**src/rtl/bram_port_arbiter_pkg.sv**
```systemverilog
// Shared constants and helpers for the BRAM port arbiter.
// Optional read-during-write bypass is enabled by defining BRAM_ARB_BYPASS_EN.
package bram_arb_pkg;

  localparam int DEF_NUM_REQ    = 4;
  localparam int DEF_ADDR_WIDTH = 8;
  localparam int DEF_DATA_WIDTH = 32;
  localparam int MAX_REQ        = 32;

  // OR-reduce the set bit positions; exact for one-hot, 0 for all-zero.
  function automatic int unsigned onehot_to_index(input logic [MAX_REQ-1:0] oh);
    int unsigned idx;
    idx = 0;
    for (int unsigned i = 0; i < MAX_REQ; i++)
      if (oh[i]) idx = idx | i;
    return idx;
  endfunction

endpackage

```
**src/rtl/bram_port_arbiter_if.sv**
```systemverilog
// Requester and memory-side bus of the BRAM port arbiter.
// slave = arbiter view, master = requesters plus memory view.
interface bram_port_arbiter_if #(
  parameter int NUM_REQ    = 4,
  parameter int ADDR_WIDTH = 8,
  parameter int DATA_WIDTH = 32
);
  localparam int ID_WIDTH = $clog2(NUM_REQ);

  logic [NUM_REQ-1:0]                 rd_req;
  logic [NUM_REQ-1:0][ADDR_WIDTH-1:0] rd_addr;
  logic [NUM_REQ-1:0]                 rd_grant;
  logic [NUM_REQ-1:0]                 wr_req;
  logic [NUM_REQ-1:0][ADDR_WIDTH-1:0] wr_addr;
  logic [NUM_REQ-1:0][DATA_WIDTH-1:0] wr_data;
  logic [NUM_REQ-1:0]                 wr_grant;
  logic                               rsp_valid;
  logic [ID_WIDTH-1:0]                rsp_id;
  logic [DATA_WIDTH-1:0]              rsp_data;
  logic [ADDR_WIDTH-1:0]              mem_rd_addr;
  logic                               mem_wr_en;
  logic [ADDR_WIDTH-1:0]              mem_wr_addr;
  logic [DATA_WIDTH-1:0]              mem_wr_data;
  logic [DATA_WIDTH-1:0]              mem_rd_data;

  modport slave (
    input  rd_req, rd_addr, wr_req, wr_addr, wr_data, mem_rd_data,
    output rd_grant, wr_grant, rsp_valid, rsp_id, rsp_data,
           mem_rd_addr, mem_wr_en, mem_wr_addr, mem_wr_data
  );

  modport master (
    output rd_req, rd_addr, wr_req, wr_addr, wr_data, mem_rd_data,
    input  rd_grant, wr_grant, rsp_valid, rsp_id, rsp_data,
           mem_rd_addr, mem_wr_en, mem_wr_addr, mem_wr_data
  );
endinterface

```
**src/rtl/bram_port_arbiter_rr_arbiter.sv**
```systemverilog
// Round-robin arbiter: grants the first request at or after ptr, wrapping
// modulo NUM_REQ (any NUM_REQ >= 2), then moves ptr past the winner.
module rr_arbiter
  import bram_arb_pkg::*;
#(
  parameter int NUM_REQ = DEF_NUM_REQ
) (
  input  logic               clk,
  input  logic               reset,
  input  logic [NUM_REQ-1:0] req,
  output logic [NUM_REQ-1:0] grant
);
  localparam int ID_WIDTH = $clog2(NUM_REQ);

  logic [ID_WIDTH-1:0] ptr;
  logic [ID_WIDTH-1:0] gidx;
  logic                found;
  int                  idx;

  always_comb begin
    grant = '0;
    found = 1'b0;
    idx   = 0;
    if (!reset) begin
      for (int i = 0; i < NUM_REQ; i++) begin
        idx = int'(ptr) + i;
        if (idx >= NUM_REQ) idx = idx - NUM_REQ;
        if (!found && req[idx]) begin
          grant[idx] = 1'b1;
          found      = 1'b1;
        end
      end
    end
  end

  assign gidx = ID_WIDTH'(onehot_to_index(MAX_REQ'(grant)));

  // Explicit wrap keeps ptr in range when NUM_REQ is not a power of two.
  always_ff @(posedge clk or posedge reset) begin
    if (reset)
      ptr <= '0;
    else if (|grant)
      ptr <= (gidx == ID_WIDTH'(NUM_REQ - 1)) ? '0 : gidx + ID_WIDTH'(1);
  end

endmodule

```
**src/rtl/bram_port_arbiter.sv**
```systemverilog
// Shares one bram_1r1w between NUM_REQ requesters with independent read and
// write round-robin arbiters. Define BRAM_ARB_BYPASS_EN for write-to-read bypass.
module bram_port_arbiter
  import bram_arb_pkg::*;
#(
  parameter int NUM_REQ    = DEF_NUM_REQ,
  parameter int ADDR_WIDTH = DEF_ADDR_WIDTH,
  parameter int DATA_WIDTH = DEF_DATA_WIDTH
) (
  input  logic               clk,
  input  logic               reset,
  bram_port_arbiter_if.slave bus
);
  localparam int ID_WIDTH = $clog2(NUM_REQ);

  logic [NUM_REQ-1:0]    rd_grant, wr_grant;
  logic [ADDR_WIDTH-1:0] rd_addr_mux, wr_addr_mux;
  logic [DATA_WIDTH-1:0] wr_data_mux;
  logic [ID_WIDTH-1:0]   rd_idx;
  logic                  rsp_valid_q;
  logic [ID_WIDTH-1:0]   rsp_id_q;

  rr_arbiter #(.NUM_REQ(NUM_REQ)) u_rd_arb (
    .clk(clk), .reset(reset), .req(bus.rd_req), .grant(rd_grant)
  );

  rr_arbiter #(.NUM_REQ(NUM_REQ)) u_wr_arb (
    .clk(clk), .reset(reset), .req(bus.wr_req), .grant(wr_grant)
  );

  // AND-OR muxes: grants are one-hot, so idle ports naturally drive 0.
  always_comb begin
    rd_addr_mux = '0;
    wr_addr_mux = '0;
    wr_data_mux = '0;
    for (int i = 0; i < NUM_REQ; i++) begin
      if (rd_grant[i]) rd_addr_mux = rd_addr_mux | bus.rd_addr[i];
      if (wr_grant[i]) begin
        wr_addr_mux = wr_addr_mux | bus.wr_addr[i];
        wr_data_mux = wr_data_mux | bus.wr_data[i];
      end
    end
  end

  assign rd_idx = ID_WIDTH'(onehot_to_index(MAX_REQ'(rd_grant)));

  always_ff @(posedge clk or posedge reset) begin
    if (reset) begin
      rsp_valid_q <= 1'b0;
      rsp_id_q    <= '0;
    end else begin
      rsp_valid_q <= |rd_grant;
      rsp_id_q    <= rd_idx;
    end
  end

`ifdef BRAM_ARB_BYPASS_EN
  logic                  byp_q;
  logic [DATA_WIDTH-1:0] byp_data_q;

  // Same-cycle read/write collision: memory returns old data, so forward the new.
  always_ff @(posedge clk or posedge reset) begin
    if (reset) begin
      byp_q      <= 1'b0;
      byp_data_q <= '0;
    end else begin
      byp_q      <= (|rd_grant) && (|wr_grant) && (rd_addr_mux == wr_addr_mux);
      byp_data_q <= wr_data_mux;
    end
  end

  assign bus.rsp_data = byp_q ? byp_data_q : bus.mem_rd_data;
`else
  assign bus.rsp_data = bus.mem_rd_data;
`endif

  assign bus.rd_grant    = rd_grant;
  assign bus.wr_grant    = wr_grant;
  assign bus.rsp_valid   = rsp_valid_q;
  assign bus.rsp_id      = rsp_id_q;
  assign bus.mem_rd_addr = rd_addr_mux;
  assign bus.mem_wr_en   = |wr_grant;
  assign bus.mem_wr_addr = wr_addr_mux;
  assign bus.mem_wr_data = wr_data_mux;

endmodule

```
**src/flat_wrapper.sv**
```systemverilog
// flat-port wrapper written by rule: the top's interface ports become plain ports
module bram_port_arbiter_flat import bram_arb_pkg::*;
#(
  parameter int NUM_REQ    = DEF_NUM_REQ,
  parameter int ADDR_WIDTH = DEF_ADDR_WIDTH,
  parameter int DATA_WIDTH = DEF_DATA_WIDTH
)
  (clk, reset, bus_rd_req, bus_rd_addr, bus_wr_req, bus_wr_addr, bus_wr_data, bus_mem_rd_data, bus_rd_grant, bus_wr_grant, bus_rsp_valid, bus_rsp_id, bus_rsp_data, bus_mem_rd_addr, bus_mem_wr_en, bus_mem_wr_addr, bus_mem_wr_data);
  bram_port_arbiter_if #(.NUM_REQ(NUM_REQ), .ADDR_WIDTH(ADDR_WIDTH), .DATA_WIDTH(DATA_WIDTH)) bus_i ();
  input  logic clk;
  input  logic reset;
  input wire logic [$bits(bus_i.rd_req)-1:0] bus_rd_req;
  input wire logic [$bits(bus_i.rd_addr)-1:0] bus_rd_addr;
  input wire logic [$bits(bus_i.wr_req)-1:0] bus_wr_req;
  input wire logic [$bits(bus_i.wr_addr)-1:0] bus_wr_addr;
  input wire logic [$bits(bus_i.wr_data)-1:0] bus_wr_data;
  input wire logic [$bits(bus_i.mem_rd_data)-1:0] bus_mem_rd_data;
  output wire logic [$bits(bus_i.rd_grant)-1:0] bus_rd_grant;
  output wire logic [$bits(bus_i.wr_grant)-1:0] bus_wr_grant;
  output wire logic [$bits(bus_i.rsp_valid)-1:0] bus_rsp_valid;
  output wire logic [$bits(bus_i.rsp_id)-1:0] bus_rsp_id;
  output wire logic [$bits(bus_i.rsp_data)-1:0] bus_rsp_data;
  output wire logic [$bits(bus_i.mem_rd_addr)-1:0] bus_mem_rd_addr;
  output wire logic [$bits(bus_i.mem_wr_en)-1:0] bus_mem_wr_en;
  output wire logic [$bits(bus_i.mem_wr_addr)-1:0] bus_mem_wr_addr;
  output wire logic [$bits(bus_i.mem_wr_data)-1:0] bus_mem_wr_data;
  assign bus_i.rd_req = bus_rd_req;
  assign bus_i.rd_addr = bus_rd_addr;
  assign bus_i.wr_req = bus_wr_req;
  assign bus_i.wr_addr = bus_wr_addr;
  assign bus_i.wr_data = bus_wr_data;
  assign bus_i.mem_rd_data = bus_mem_rd_data;
  assign bus_rd_grant = bus_i.rd_grant;
  assign bus_wr_grant = bus_i.wr_grant;
  assign bus_rsp_valid = bus_i.rsp_valid;
  assign bus_rsp_id = bus_i.rsp_id;
  assign bus_rsp_data = bus_i.rsp_data;
  assign bus_mem_rd_addr = bus_i.mem_rd_addr;
  assign bus_mem_wr_en = bus_i.mem_wr_en;
  assign bus_mem_wr_addr = bus_i.mem_wr_addr;
  assign bus_mem_wr_data = bus_i.mem_wr_data;
  bram_port_arbiter #(.NUM_REQ(NUM_REQ), .ADDR_WIDTH(ADDR_WIDTH), .DATA_WIDTH(DATA_WIDTH)) u_core (.clk(clk), .reset(reset), .bus(bus_i));
endmodule
```
**config.mk**
```make
export PLATFORM = sky130hd
export DESIGN_NAME = bram_port_arbiter_flat
export DESIGN_NICKNAME = d
export VERILOG_FILES = /design/src/rtl/bram_port_arbiter_pkg.sv /design/src/rtl/bram_port_arbiter_if.sv /design/src/rtl/bram_port_arbiter_rr_arbiter.sv /design/src/rtl/bram_port_arbiter.sv /design/src/flat_wrapper.sv
export SDC_FILE = /design/constraint.sdc
export NUM_CORES = 1
export LEC_CHECK = 0
export CAP_MARGIN = 20
export CORE_AREA = 2 2 126 128
export CTS_CLUSTER_SIZE = 12
export DETAILED_ROUTE_END_ITERATION = 12
export DIE_AREA = 0 0 128 130
export GPL_TIMING_DRIVEN = 0
export MAX_ROUTING_LAYER = met4
export PLACE_DENSITY = 0.67
export REMOVE_ABC_BUFFERS = 1
export SYNTH_ARGS = -nofsm -noshare
export SYNTH_HDL_FRONTEND = slang
export SYNTH_SLANG_ARGS = --single-unit
export TNS_END_PERCENT = 50
```
**constraint.sdc**
```tcl
create_clock -name clk -period 4.2 [get_ports clk]
set_input_delay 0.42 -clock clk [delete_from_list [all_inputs] [get_ports clk]]
set_output_delay 0.42 -clock clk [all_outputs]
set_load 0.005 [all_outputs]
```
; ---- Yosys cells after proc, flatten, opt, wreduce, memory -nomap -nowiden
; Cells that the tools add are included.
[totals]
regBits = 7
latchBits = 0
mem_bits_rw = 0
romBits = 0
input_bits = 234
output_inout_bits = 92
elab_cells = 187
n_memories = 0
[op_classes]
n_addsub = 16
multipliers = 0
div_mod_pow = 0
order_cmp = 24
eq_ne = 2
shifts = 0
mux = 104
bitwise_logic = 15
reduce_logical = 22
[op_table]
columns = cell, count
row1 = $mux W32, 20
row2 = $ge A32 B1 Y1 const B, 8
row3 = $lt A32 B4 Y1 const B, 8
row4 = $or A32 B32 Y32, 3
row5 = $mux W4, 16
row6 = $mux W8, 8
row7 = $or A8 B8 Y8, 6
row8 = $mux W1, 38
row9 = $or A4 B4 Y4, 6
row10 = $sub A3 B3 Y4 const B, 6
row11 = $ge A3 B3 Y1 const B, 6
row12 = $bmux W1 S2, 8
row13 = $demux W1 S2, 8
row14 = $logic_and A1 B1 Y1, 14
row15 = $add A2 B2 Y3 const B, 4
row16 = $mux W2, 6
row17 = $reduce_or A4 Y1, 2
row18 = $sub A2 B3 Y4 const B, 2
row19 = $add A2 B1 Y3 const B, 2
row20 = $ge A2 B3 Y1 const B, 2
row21 = $logic_not A1 Y1, 6
row22 = $add A2 B1 Y2 const B, 2
row23 = $eq A2 B2 Y1 const B, 2

; ---- Logic depth before layout (Yosys ltp)
; Gate-level depths: netlist of the first run.
[logic_depth]
ltp_word = 27
depth_mapped = 13
depth_no_buf = 10

; ---- By module
; Synthesis of the first run repeated with hierarchy kept, for this count alone.
[unflattened]
hier_cells = 292
area_unflattened_um2 = 2165.8
[by_module_without_submodules]
columns = module, instances, cells_per_inst, area_each_um2, seq_area_each_um2
row1 = bram_port_arbiter, 1, 204, 1335.0, 75.1
row2 = rr_arbiter, 2, 44, 415.4, 50.0

; ---- Worst setup path before layout of the first run
; OpenSTA, ideal clock, no wires.
[synth_timing]
path_type = reg-to-output
start = reg u_core.u_rd_arb.ptr[0]
end = out bus_mem_rd_addr[0]
arrival_ns = 2.679
required_time_ns = 3.780
setup_slack_ns = 1.101
stages_incl_launch_ff = 14
path_buffers = 3
path_cell_list = dfrtp_1 -> buf_2 -> inv_1 -> ha_1 -> buf_2 -> or3b_1 -> a2111oi_4 -> o21ai_1 -> and3_1 -> or2_4 -> inv_2 -> buf_4 -> a222oi_1 -> o21ai_1
[synth_via]
elab_cells_between_ends = 81
cone_classes = add/sub (7) / order compare (12) / mux (46) / bitwise (6) / reduce/logical (10)
[synth_rtl]
columns = element, line
row1 = "start, declared", bram_port_arbiter_rr_arbiter.sv:15  ; logic [ID_WIDTH-1:0] ptr;
row2 = "start signal, assigned", bram_port_arbiter_rr_arbiter.sv:43  ; ptr <= (gidx == ID_WIDTH'(NUM_REQ - 1)) ? '0 : gidx + ID_WIDTH'(1);
row3 = "parallel branches: the longest is 18 deep, another holds $ge A32 B1 Y1", -
row4 = $mux W4 *, bram_port_arbiter_rr_arbiter.sv:28  ; if (!found && req[idx]) begin
row5 = $mux W4 *, bram_port_arbiter_rr_arbiter.sv:24  ; if (!reset) begin
row6 = named net bus_rd_grant[2], flat_wrapper.sv:18  ; output wire logic [$bits(bus_i.rd_grant)-1:0] bus_rd_grant;
row7 = $mux W8 *, bram_port_arbiter.sv:37  ; if (rd_grant[i]) rd_addr_mux = rd_addr_mux | bus.rd_addr[i];
row8 = $or A8 B8 Y8, bram_port_arbiter.sv:37
row9 = $mux W8 *, bram_port_arbiter.sv:37
row10 = "end, declared", flat_wrapper.sv:23  ; output wire logic [$bits(bus_i.mem_rd_addr)-1:0] bus_mem_rd_addr;
; Mark *: on every way through the listed nets, which the timed path passes. The select of a mux whose other input is x is not followed.

; ---- Worst setup path after layout of the first run
[layout_timing]
start = reg u_core.u_rd_arb.ptr[0]
end = out bus_mem_rd_addr[4]
[layout_via]
elab_chain_len = 27
elab_cells_between_ends = 81
cone_classes = add/sub (7) / order compare (12) / mux (46) / bitwise (6) / reduce/logical (10)
[layout_lines]
columns = element, line
row1 = "parallel branches: the longest is 18 deep, another holds $ge A32 B1 Y1", -
row2 = $mux W4 *, bram_port_arbiter_rr_arbiter.sv:28
row3 = $mux W4 *, bram_port_arbiter_rr_arbiter.sv:24
row4 = $mux W8, bram_port_arbiter.sv:37
row5 = $or A8 B8 Y8, bram_port_arbiter.sv:37
row6 = $mux W8, bram_port_arbiter.sv:37
row7 = $or A8 B8 Y8, bram_port_arbiter.sv:37
row8 = $mux W8, bram_port_arbiter.sv:37
row9 = $or A8 B8 Y8, bram_port_arbiter.sv:37
row10 = $mux W8 *, bram_port_arbiter.sv:37
; Mark *: on every way between the ends. The select of a mux whose other input is x is not followed.

==> out/results.env, run 1 <==
FINAL_HOLD_VIOL_COUNT=0
PORT-BUFFER-COUNT=261
DRV_SLEW=0
FINALCRITPERIODSHARE_PCT=94.0
DRT-TOTAL-WL_MM=13.0
WIRE_PER_INST_UM=18.3
FILLERINSTANCES=1624
FP.DIEAREA_UM2=16600
TIMING.CRITICAL_PATH.TO_TYPE='output pin'
ROWS=46
SYNTH.CELL_AREA_UM2=2240
FLOORPLAN.DIE.WIDTH_UM=128
VIAS=3353
VDD_DROP_MAX_V=0.000309
WORST_EP_REQUIRED_TIME_NS=3.78
CRIT_SLOWEST_CELL='sky130_fd_sc_hd__clkdlybuf4s50_1'
CLOCK_LATENCY_AT_THE_LATER_PIN_OF_THE_WORST_SKEW_PAIR_NS=0.23
FINALCLOCKSKEW_NS=0.000471
TIMING.CRITICAL_PATH.ARRIVAL_NS=3.53
AREA.GROWTH.SYNTH_TO_FINAL_PCT=123
SYNTHDISTINCTLIBCELLS=49
FINAL_CELL_MIX='sky130_fd_sc_hd__clkdlybuf4s50_1, sky130_fd_sc_hd__nand2_1, sky130_fd_sc_hd__a222oi_1'
INITIAL_CORE_UTIL_PCT=14.5
NUMBER_OF_H_TREE_BRANCHING_LEVELS=1
FINAL_ANT_VIOL_NETS=0
POST_SYNTHESIS_SEQUENTIAL_AREA_RATIO_PCT=7.83
FMAXACHIEVABLE_MHz=253
ANTENNA_CELLS_INSERTED=0
ALL_LAYER_GR_USAGE_PCT=14.2
STATUS='finished, final reports clean'
GP_CONGESTION=0.761
DRIVE_GT1_SHARE_PCT=8.85
PER_INSTANCE_AVERAGE_AREA_AFTER_SYNTHESIS_UM2=7.53
CP_COMMON_CELL='sky130_fd_sc_hd__inv_2'
SYNTH.LARGEST_AREA_CELL='sky130_fd_sc_hd__a222oi_1'
OVERFLOW=0
NUMBER_OF_ANTENNA_VIOLATIONS_AT_THE_FIRST_CHECK_IN_GLOBAL_ROUTING=0
LAYOUT_COMMONEST_CELL='sky130_fd_sc_hd__clkdlybuf4s50_1'
FINALSETUPVIOLCOUNT=0
CPPEAKSTAGEDELAY_NS=0.53
POWER.DENSITY_CELL_AREA_nW_PER_UM2=657
SYNTH_TOP_CELL_AREA_SHARE_PCT=21.5
SYNTHESIS.YOSYS.WARNINGS=0
WIRE_LENGTH_OF_THE_FIRST_GLOBAL_ROUTING_PASS_MM=17.8
TIMING.MAX_CAP.VIOLATIONS=0
PATH_DELAY_FAMILY='simple AND/OR/NAND/NOR gates'
NUMBER_OF_GLOBAL_ROUTE_VIAS_BEFORE_REPAIR=3116
NUMBER_OF_VIAS_PER_CELL_AFTER_DETAILED_ROUTING=4.71
CLKSLEWWORSTSETUPHOLDPATHS_NS=0.04
CLOCKROOTBUFFER='sky130_fd_sc_hd__clkbuf_16'
FINAL.MIN_CLOCK_PERIOD_NS=3.95
SYNTH_AREA_LEADERS='sky130_fd_sc_hd__a222oi_1, sky130_fd_sc_hd__nand2_1, sky130_fd_sc_hd__buf_4'
FLIP_FLOP_AND_LATCH_COUNT_AFTER_SYNTHESIS=7
COUNT_OF_MAPPED_CELLS_OUT_OF_SYNTHESIS=297
WORST_PATH_MAX_FANOUT=9
CP_CELL_SEQUENCE='inv_2 -> ha_2 -> or3b_1 -> a2111oi_4 -> o21ai_0 -> and3_1 -> or2_4 -> inv_2 -> a222oi_1 -> o21ai_1 -> clkdlybuf4s50_1'
FIRST_PASS_ITERS=8
GRT_START_MAX_NET_PINS=34
RSZ0062_AT_GRT='false'
DETAILEDPLACEMENTHPWL_MM=10.9
PIN_COUNT=326
WORST_SETUP_PATH_START_KIND='register'
TRITONCTS_NUM_SINKS=7
HOLDWS_NS=0.656
DRC=0
POST_CTS_HOLD_BUFFER_COUNT=0
DRT_FIRST_ITER_VIOLATIONS=323
FLOORPLAN.DIE.HEIGHT_UM=130
HOLD_CLASS='reg2reg'
LAYOUT.NETS=763
TIMING.CRITICAL_PATH.BUF_INV=3
TOTAL_LEAKAGE_POWER_nW=1.94
POST-ROUTE-UTIL_PCT=32.3
CLOCK_TREE.BUFFER_DEPTH=2
CTS_TREE='yes'
CORE_AREA_UM2=15400
CTS_INSERTED_BUFFERS=3
CRITICALPATHCATEGORY='reg2out'
SLEW-LIMIT-HEADROOM_PCT=60.7
TIGHTESTPINTRANSITION_NS=0.587
## path summary, 6_finish.rpt
check | startpoint | depth (start not counted) | endpoint | slack [ns]
setup / recovery | u_core.u_rd_arb.ptr[0] | 11 | bus_mem_rd_addr[4] | 0.25
setup reg to reg | u_core.u_rd_arb.ptr[0] | 8 | u_core.u_rd_arb.ptr[1] | 1.36
hold / removal | u_core.u_wr_arb.ptr[1] | 2 | u_core.u_wr_arb.ptr[1] | 0.66
max in group asynchronous | reset | 2 | u_core.u_wr_arb.ptr[0] | 2.96
hold reg to reg | u_core.u_wr_arb.ptr[1] | 2 | u_core.u_wr_arb.ptr[1] | 0.66
min in group asynchronous | reset | 2 | u_core.u_rd_arb.ptr[1] | 0.93
## timing repair
action	CTS	global route
setup buffers	2	4
gates resized for setup	1	6
setup endpoints to repair	33	37
pin swaps	3	2
## registers in the layout, summed over array words and instances (netlist names)
register              count
u_core.bus.rsp_id         2
u_core.u_rd_arb.ptr       2
u_core.bus.rsp_valid      1
u_core.u_wr_arb.ptr       2
## worst register-to-register path: cells and delay by family, from the launching register on
family,cells,cell delay [ns]
AOI/OAI and AO/OA,4,1.28
and+or+nand+nor,2,0.49
DFF,1,0.48
adders and majority gates,1,0.34
buffers and inverters,1,0.14
## synth_stat cells, drive strengths merged
cell type / number
ha: 8
a31oi: 2
buf: 53
nand2b: 2
and3: 2
clkinv: 1
mux2: 1
a2111oi: 1
nor2b: 7
or3b: 1
inv: 16
mux2i: 2
a222oi: 48
o311a: 1
o41ai: 1
nor3b: 1
a32oi: 2
o21ai: 13
or2: 2
a221oi: 2
a41o: 1
or4: 1
nand2: 88
a211oi: 1
a21oi: 3
a311oi: 1
a22oi: 3
nand3b: 1
o221ai: 1
o22ai: 2
mux4: 7
nor2: 3
clkbuf: 2
nor4b: 1
a22o: 1
nor3: 3
dfrtp: 7
nand3: 4
o221a: 1
## routing by layer
| layer | GRT usage, % | share of wire [%] | routed length, um | up-vias |
|---|---|---|---|---|
| met5 | - | 0 | 0 | - |
| met4 | 1.42 | 0.45 | 58 | 0 |
| met3 | 5.13 | 8.7 | 1130 | 8 |
| met2 | 21.1 | 48 | 6250 | 186 |
| met1 | 19.1 | 43 | 5590 | 1587 |
| li1 | - | - | - | 1572 |
## per-stage QoR
step,instance area [um2],std cells,TNS (ns),worst slack [ns],power (W)
final,4990,712,0,0.252,0.00328
after global routing,4990,712,0,0.0288,0.00353
after CTS,4940,708,0,0.00290,0.00323
after detailed placement,4840,702,-0.0942,-0.0320,0.00303
after global placement,4700,695,-67.68,-1.79,0.00289
after floorplan,1850,242,0,0.250,0.00145
## where the power goes
group	switching [W]	internal, W
clock network	0.0000365	0.000125
registers	0.0000488	0.000104
logic	0.00130	0.00166
## cells by family after synthesis
group	synth area share, %
AND/OR/NAND/NOR	23.7
flip-flops	7.83
buffers and inverters	20.1
AO/OA/AOI/OAI	35.4
multiplexers	8.45
adder cells (fa/ha/maj)	4.47
## area by class of cell
cell class                 count  area, um2  area share, %
clock buffer                   3       75.1           1.51
clock inverter                 1       5.00          0.100
inverter                      17       63.8           1.28
multi-input combinational    218       1650           33.1
sequential                     7        178           3.56
tap                          192        240           4.82
timing repair buffer         274       2770           55.6
No activity file was read; power rests on OpenSTA's default activity.
==> inputs of run 2 (changes only) <==
--- a/config.mk
+++ b/config.mk
@@ -7,7 +7,6 @@
 export LEC_CHECK = 0
 export CAP_MARGIN = 20
 export CORE_AREA = 2 2 126 128
-export CTS_CLUSTER_SIZE = 12
 export DETAILED_ROUTE_END_ITERATION = 12
 export DIE_AREA = 0 0 128 130
 export GPL_TIMING_DRIVEN = 0
==> results of run 2 <==
The final DEF is identical to that of run 1; final timing and power are the same.
==> inputs of run 3 (changes only) <==
--- a/config.mk
+++ b/config.mk
@@ -5,6 +5,7 @@
 export SDC_FILE = /design/constraint.sdc
 export NUM_CORES = 1
 export LEC_CHECK = 0
+export ABC_CLOCK_PERIOD_IN_PS = 4200
 export CAP_MARGIN = 20
 export CORE_AREA = 2 2 126 128
 export DETAILED_ROUTE_END_ITERATION = 12
==> results of run 3 <==
The final DEF is identical to that of run 1; final timing and power are the same.
